===== config.mk =====
export PLATFORM = sky130hd
export DESIGN_NAME = max_pool_row_ctrl
export DESIGN_NICKNAME = d
export VERILOG_FILES = /design/src/rtl/pool_pkg.sv /design/src/rtl/pool_max2.sv /design/src/rtl/max_pool_row_ctrl.sv
export SDC_FILE = /design/constraint.sdc
export NUM_CORES = 2
export LEC_CHECK = 0
export ABC_AREA = 1
export ABC_CLOCK_PERIOD_IN_PS = 10800
export CELL_PAD_IN_SITES_DETAIL_PLACEMENT = 1
export CELL_PAD_IN_SITES_GLOBAL_PLACEMENT = 2
export CORE_MARGIN = 2
export CORE_UTILIZATION = 31
export CTS_CLUSTER_SIZE = 12
export DETAILED_ROUTE_END_ITERATION = 7
export HOLD_SLACK_MARGIN = 0.02
export PLACE_DENSITY = 0.94
export SETUP_SLACK_MARGIN = 0.3
export SLEW_MARGIN = 20
export SYNTH_ARGS = -nofsm -noshare
export SYNTH_HDL_FRONTEND = slang
export SYNTH_SLANG_ARGS = --single-unit

===== constraint.sdc =====
create_clock -name clk -period 10.8 [get_ports clk]
set_input_delay 2.16 -clock clk [delete_from_list [all_inputs] [get_ports clk]]
set_output_delay 2.16 -clock clk [all_outputs]
set_load 0.02 [all_outputs]

===== src/rtl/pool_pkg.sv =====
// Shared types and helpers for the 2x2 max-pool row controller.
// Holds the FSM state encoding and the signed max helper.
package pool_pkg;

  localparam int DATA_W = 16;

  typedef enum logic [1:0] {
    EVEN,
    ODD,
    WRITE,
    READ
  } pool_state_e;

  function automatic logic [DATA_W-1:0] smax(
    input logic [DATA_W-1:0] a,
    input logic [DATA_W-1:0] b
  );
    return ($signed(a) < $signed(b)) ? b : a;
  endfunction

endpackage


===== src/rtl/pool_max2.sv =====
// Combinational signed two-input maximum.
// Used for both the horizontal and the vertical pooling stage.
module pool_max2
  import pool_pkg::*;
#(
  parameter int W = DATA_W
) (
  input  logic [W-1:0] a_i,
  input  logic [W-1:0] b_i,
  output logic [W-1:0] y_o
);

  if (W == DATA_W) begin : g_pkg
    assign y_o = smax(a_i, b_i);
  end else begin : g_gen
    assign y_o = ($signed(a_i) < $signed(b_i)) ? b_i : a_i;
  end

endmodule


===== src/rtl/max_pool_row_ctrl.sv =====
// Row-pair 2x2/stride-2 max-pool front end feeding the PIPO_pool bank.
// Pools two accepted rows, then issues a write and a read strobe.
module max_pool_row_ctrl
  import pool_pkg::*;
#(
  parameter int data_width = DATA_W,
  parameter int in_num     = 40,
  parameter int out_num    = 20,
  parameter int row_num    = 40
) (
  input  logic                  clk,
  input  logic                  rst,
  input  logic                  in_valid,
  output logic                  in_ready,
  input  logic [data_width-1:0] in_row [in_num],
  output logic [data_width-1:0] out_row [out_num],
  output logic                  pool_wr,
  output logic                  pool_rd,
  output logic                  frame_done
);

  localparam int CW = $clog2(row_num + 1);

  if (in_num != 2 * out_num || in_num % 2 != 0 ||
      row_num % 2 != 0 || row_num < 2) begin : g_bad_geom
    $error("max_pool_row_ctrl: illegal in_num/out_num/row_num");
  end

  pool_state_e           state_q, state_d;
  logic [CW-1:0]         cnt_q, cnt_d;
  logic [data_width-1:0] buf_q [out_num];
  logic [data_width-1:0] buf_d [out_num];
  logic [data_width-1:0] out_q [out_num];
  logic [data_width-1:0] out_d [out_num];
  logic [data_width-1:0] h [out_num];
  logic [data_width-1:0] v [out_num];
  logic                  wr_q, rd_q, fd_q;
  logic                  accept;

  for (genvar j = 0; j < out_num; j++) begin : g_pool
    pool_max2 #(.W(data_width)) u_h (
      .a_i(in_row[2*j]),
      .b_i(in_row[2*j+1]),
      .y_o(h[j])
    );
    pool_max2 #(.W(data_width)) u_v (
      .a_i(buf_q[j]),
      .b_i(h[j]),
      .y_o(v[j])
    );
  end

  assign in_ready = ~rst & ((state_q == EVEN) | (state_q == ODD));
  assign accept   = in_valid & in_ready;

  // Next-state, row buffer, pooled row and pair counter.
  always_comb begin
    state_d = state_q;
    cnt_d   = cnt_q;
    buf_d   = buf_q;
    out_d   = out_q;
    unique case (state_q)
      EVEN: begin
        if (accept) begin
          buf_d   = h;
          state_d = ODD;
        end
      end
      ODD: begin
        if (accept) begin
          out_d   = v;
          cnt_d   = (cnt_q == CW'(row_num - 2)) ? '0 : cnt_q + CW'(2);
          state_d = WRITE;
        end
      end
      WRITE:   state_d = READ;
      READ:    state_d = EVEN;
      default: state_d = EVEN;
    endcase
  end

  // State and datapath registers; strobes registered from next state.
  always_ff @(posedge clk) begin
    if (rst) begin
      state_q <= EVEN;
      cnt_q   <= '0;
      buf_q   <= '{default: '0};
      out_q   <= '{default: '0};
      wr_q    <= 1'b0;
      rd_q    <= 1'b0;
      fd_q    <= 1'b0;
    end else begin
      state_q <= state_d;
      cnt_q   <= cnt_d;
      buf_q   <= buf_d;
      out_q   <= out_d;
      wr_q    <= (state_d == WRITE);
      rd_q    <= (state_d == READ);
      fd_q    <= (state_d == READ) && (cnt_q == '0);
    end
  end

  assign out_row    = out_q;
  assign pool_wr    = wr_q;
  assign pool_rd    = rd_q;
  assign frame_done = fd_q;

endmodule


==> impl_metrics.ini <==
[job]
drv_cap = 0

[clocking]
clkSinkCount = 650
post_cts_resized = 0
htreeDepth = 3
cts_tree = done
post_cts_buffers = 0
clkSlewWorstSetupHoldPaths_ps = 60
root_buffer = clkbuf_16
cts_max_path_buffers = 3
clk_latency_ps = 700
cts_hold_buf = 0
cts_buffers = 84

[routing]
vias_per_cell = 5.04
drc = 0
avgRoutedWirePerCell_um = 19.3
num_vias = 52100
wirelength_mm = 199
drt_iter0_markers = 2505
drt_first_pass_iters = 5
ant_nets = 0

[logic_synthesis]
syn_area_mm2 = 0.0487
synth_simple_gate_area_frac = 0.304
synthArstFlopShare = 0
synthFlopType = dfxtp_1
synth-seq-cells = 650
synth_compound_area_frac = 0.141
syn_inst = 7451
synth_fa_ha_area_frac = 0.154
synthMuxAreaShare = 0
yosys-top-cells-count = nand2_1 (1,832), inv_1 (1,272), nand3_1 (971)
yosysMostFrequentCell = nand2_1
synth.largest_area_cell = dfxtp_1
synth_area_leaders = dfxtp_1 (27%), ha_1 (15%), nand2_1 (14%)
synth_edf_count = 0
synth-xor-area-share = 0.000360
synth_cell_types = 39
seq_area_frac_synth = 0.267
synth_top_cell_area_share = 0.267
synth_warnings = 0
synth_top_family_by_area = simple AND/OR/NAND/NOR gates
syn_avg_cell_area_um2 = 6.54
syn_nets = 8695

[floorplanning]
start_util = 0.312
die_w_um = 400
core_area_mm2 = 0.156
die_h_um = 400
rows = 145
io_pins = 967
fp.dieArea_mm2 = 0.160

[timing]
drv_slew = 0
fmax_ghz = 0.144
finalCritPeriodShare = 0.642
clock_skew_ps = 37.7
finalSetupViolations = 0
setup-tns-final_ps = 0
tightest_slew_ps = 1330
final_hold_viol_count = 0
rsz0062_at_grt = false
slew_headroom = 0.113
setup_slack_ps = 3870
finalCriticalPeriod_ps = 6930

[setup_path]
critical-path-max-stage-delay_ps = 590
reg2regPathDepth = 8
startpoint = in_row[581]
cp_top_family = simple AND/OR/NAND/NOR gates
start_kind = input port
r2r-start = state_q[1]
critPathKind = input port to flip-flop
crit_top_cell = nand2_1
crit_buf_inv = 5
worstSetupEndpointType = flip-flop
cp_num_cells = 27
crit_required_ps = 11310
worstPathMaxFanout = 24
endpoint = out_row[300]
critPathArrivalTime_ps = 7450
r2r_slack_ps = 7480
cpMaxStageDelayCell = clkdlybuf4s50_1
reg2reg_to = out_row[34]

[layout]
final_util = 0.400
multi_input_area_mm2 = 0.0292
area_growth_pct = 28.2
seqCellArea_mm2 = 0.0130
layout-drive-gt1-share = 0.0543
nets = 9431
fill_cells = 19900
design_area_mm2 = 0.0624

[place]
place_area_mm2 = 0.0596
numPortBuffers = 966
gp_congestion = 0.906
place_ws_ps = 3280
dp_hpwl_mm = 155

[pwr]
power_per_cell_area_mw_per_mm2 = 135
p_comb_frac = 0.341
cell_internal_pwr_mw = 5.28
pwr-share-clk = 0.346
leakage_nw = 30.4
sequentialPowerShare = 0.312
ir_worst_vdd_mv = 0.0975
finalPower_mw = 8.41
p_switching_mw = 3.12
swShare = 0.372

[global_route]
first_global_vias = 53800
antenna_found_initial = 15
grt_pass1_wl_mm = 309
grt_max_degree = 209
grt_busiest_layer = met2
overflow = 0
grt.total_usage = 0.242
gr-usage-met2 = 0.431
use_met3 = 0.0480
met1_usage = 0.288

[hold_path]
hold_path_class = flip-flop to flip-flop
hp-start = state_q[0]

[run_status]
outcome = finished, final reports clean
[layout make-up]
class,count,area share
Clock buffer,123,0.0394
Tap cell,2058,0.0412
Multi-Input combinational cell,5164,0.468
Sequential cell,650,0.208
Timing Repair Buffer,994,0.159
Clock inverter,28,0.00555
Inverter,1293,0.0780
Antenna cell,9,0.000361
[kinds of logic after synthesis]
logic type      after synthesis
compound gates             1327
fa+ha+maj                   601
buf+inv                    1637
flops                       650
xor+xnor                      2
simple gates               3234
[registers in the layout (all words and copies together), names as in the netlist]
signal and count:
out_row 320, cnt_q 5, buf_q 320, pool_rd 1, state_q 2, pool_wr 1
frame_done 1
[metal layers]
layer	vias up	routed length, um	share of wire
li1	25600	-	-
met1	25100	84200	0.42
met2	1126	97400	0.49
met3	259	11000	0.055
met4	4	6790	0.034
met5	-	27	0.00014
[how the worst min path moves through the flow]
stage	end	cells after the start
after floorplan	state_q[0]	1
after global placement	state_q[0]	1
after detailed placement	state_q[0]	1
after CTS	state_q[0]	1
after global routing	out_row[125]	2
final	state_q[0]	1
[metrics by stage]
step	hold WS, ps	instances
finish	460	10300
global route	482	10300
CTS	455	10300
detailed placement	446	10200
global placement	435	10200
floorplan	423	7451
[power by group through the flow]
stage	registers, mW	clock network [mW]	logic (mW)
finish	2.63	2.91	2.87
detailed placement	2.68	0	2.86
floorplan	2.71	0	1.81
global placement	2.67	0	2.75
global route	2.64	3.08	3.23
CTS	2.63	2.99	2.88
[cell usage in the layout, fill, tap and decap left out, drive strengths merged, types with 16 or more instances in the layout]
cell type	n
nand2	1921
inv	1299
nand3	1113
clkdlybuf4s50	965
o21ai	670
dfxtp	650
a21oi	607
ha	601
nor2	129
clkbuf	123
nor3	47
a211oi	31
buf	29
clkinv	16
Note: power is estimated with default switching activity, not from simulation.
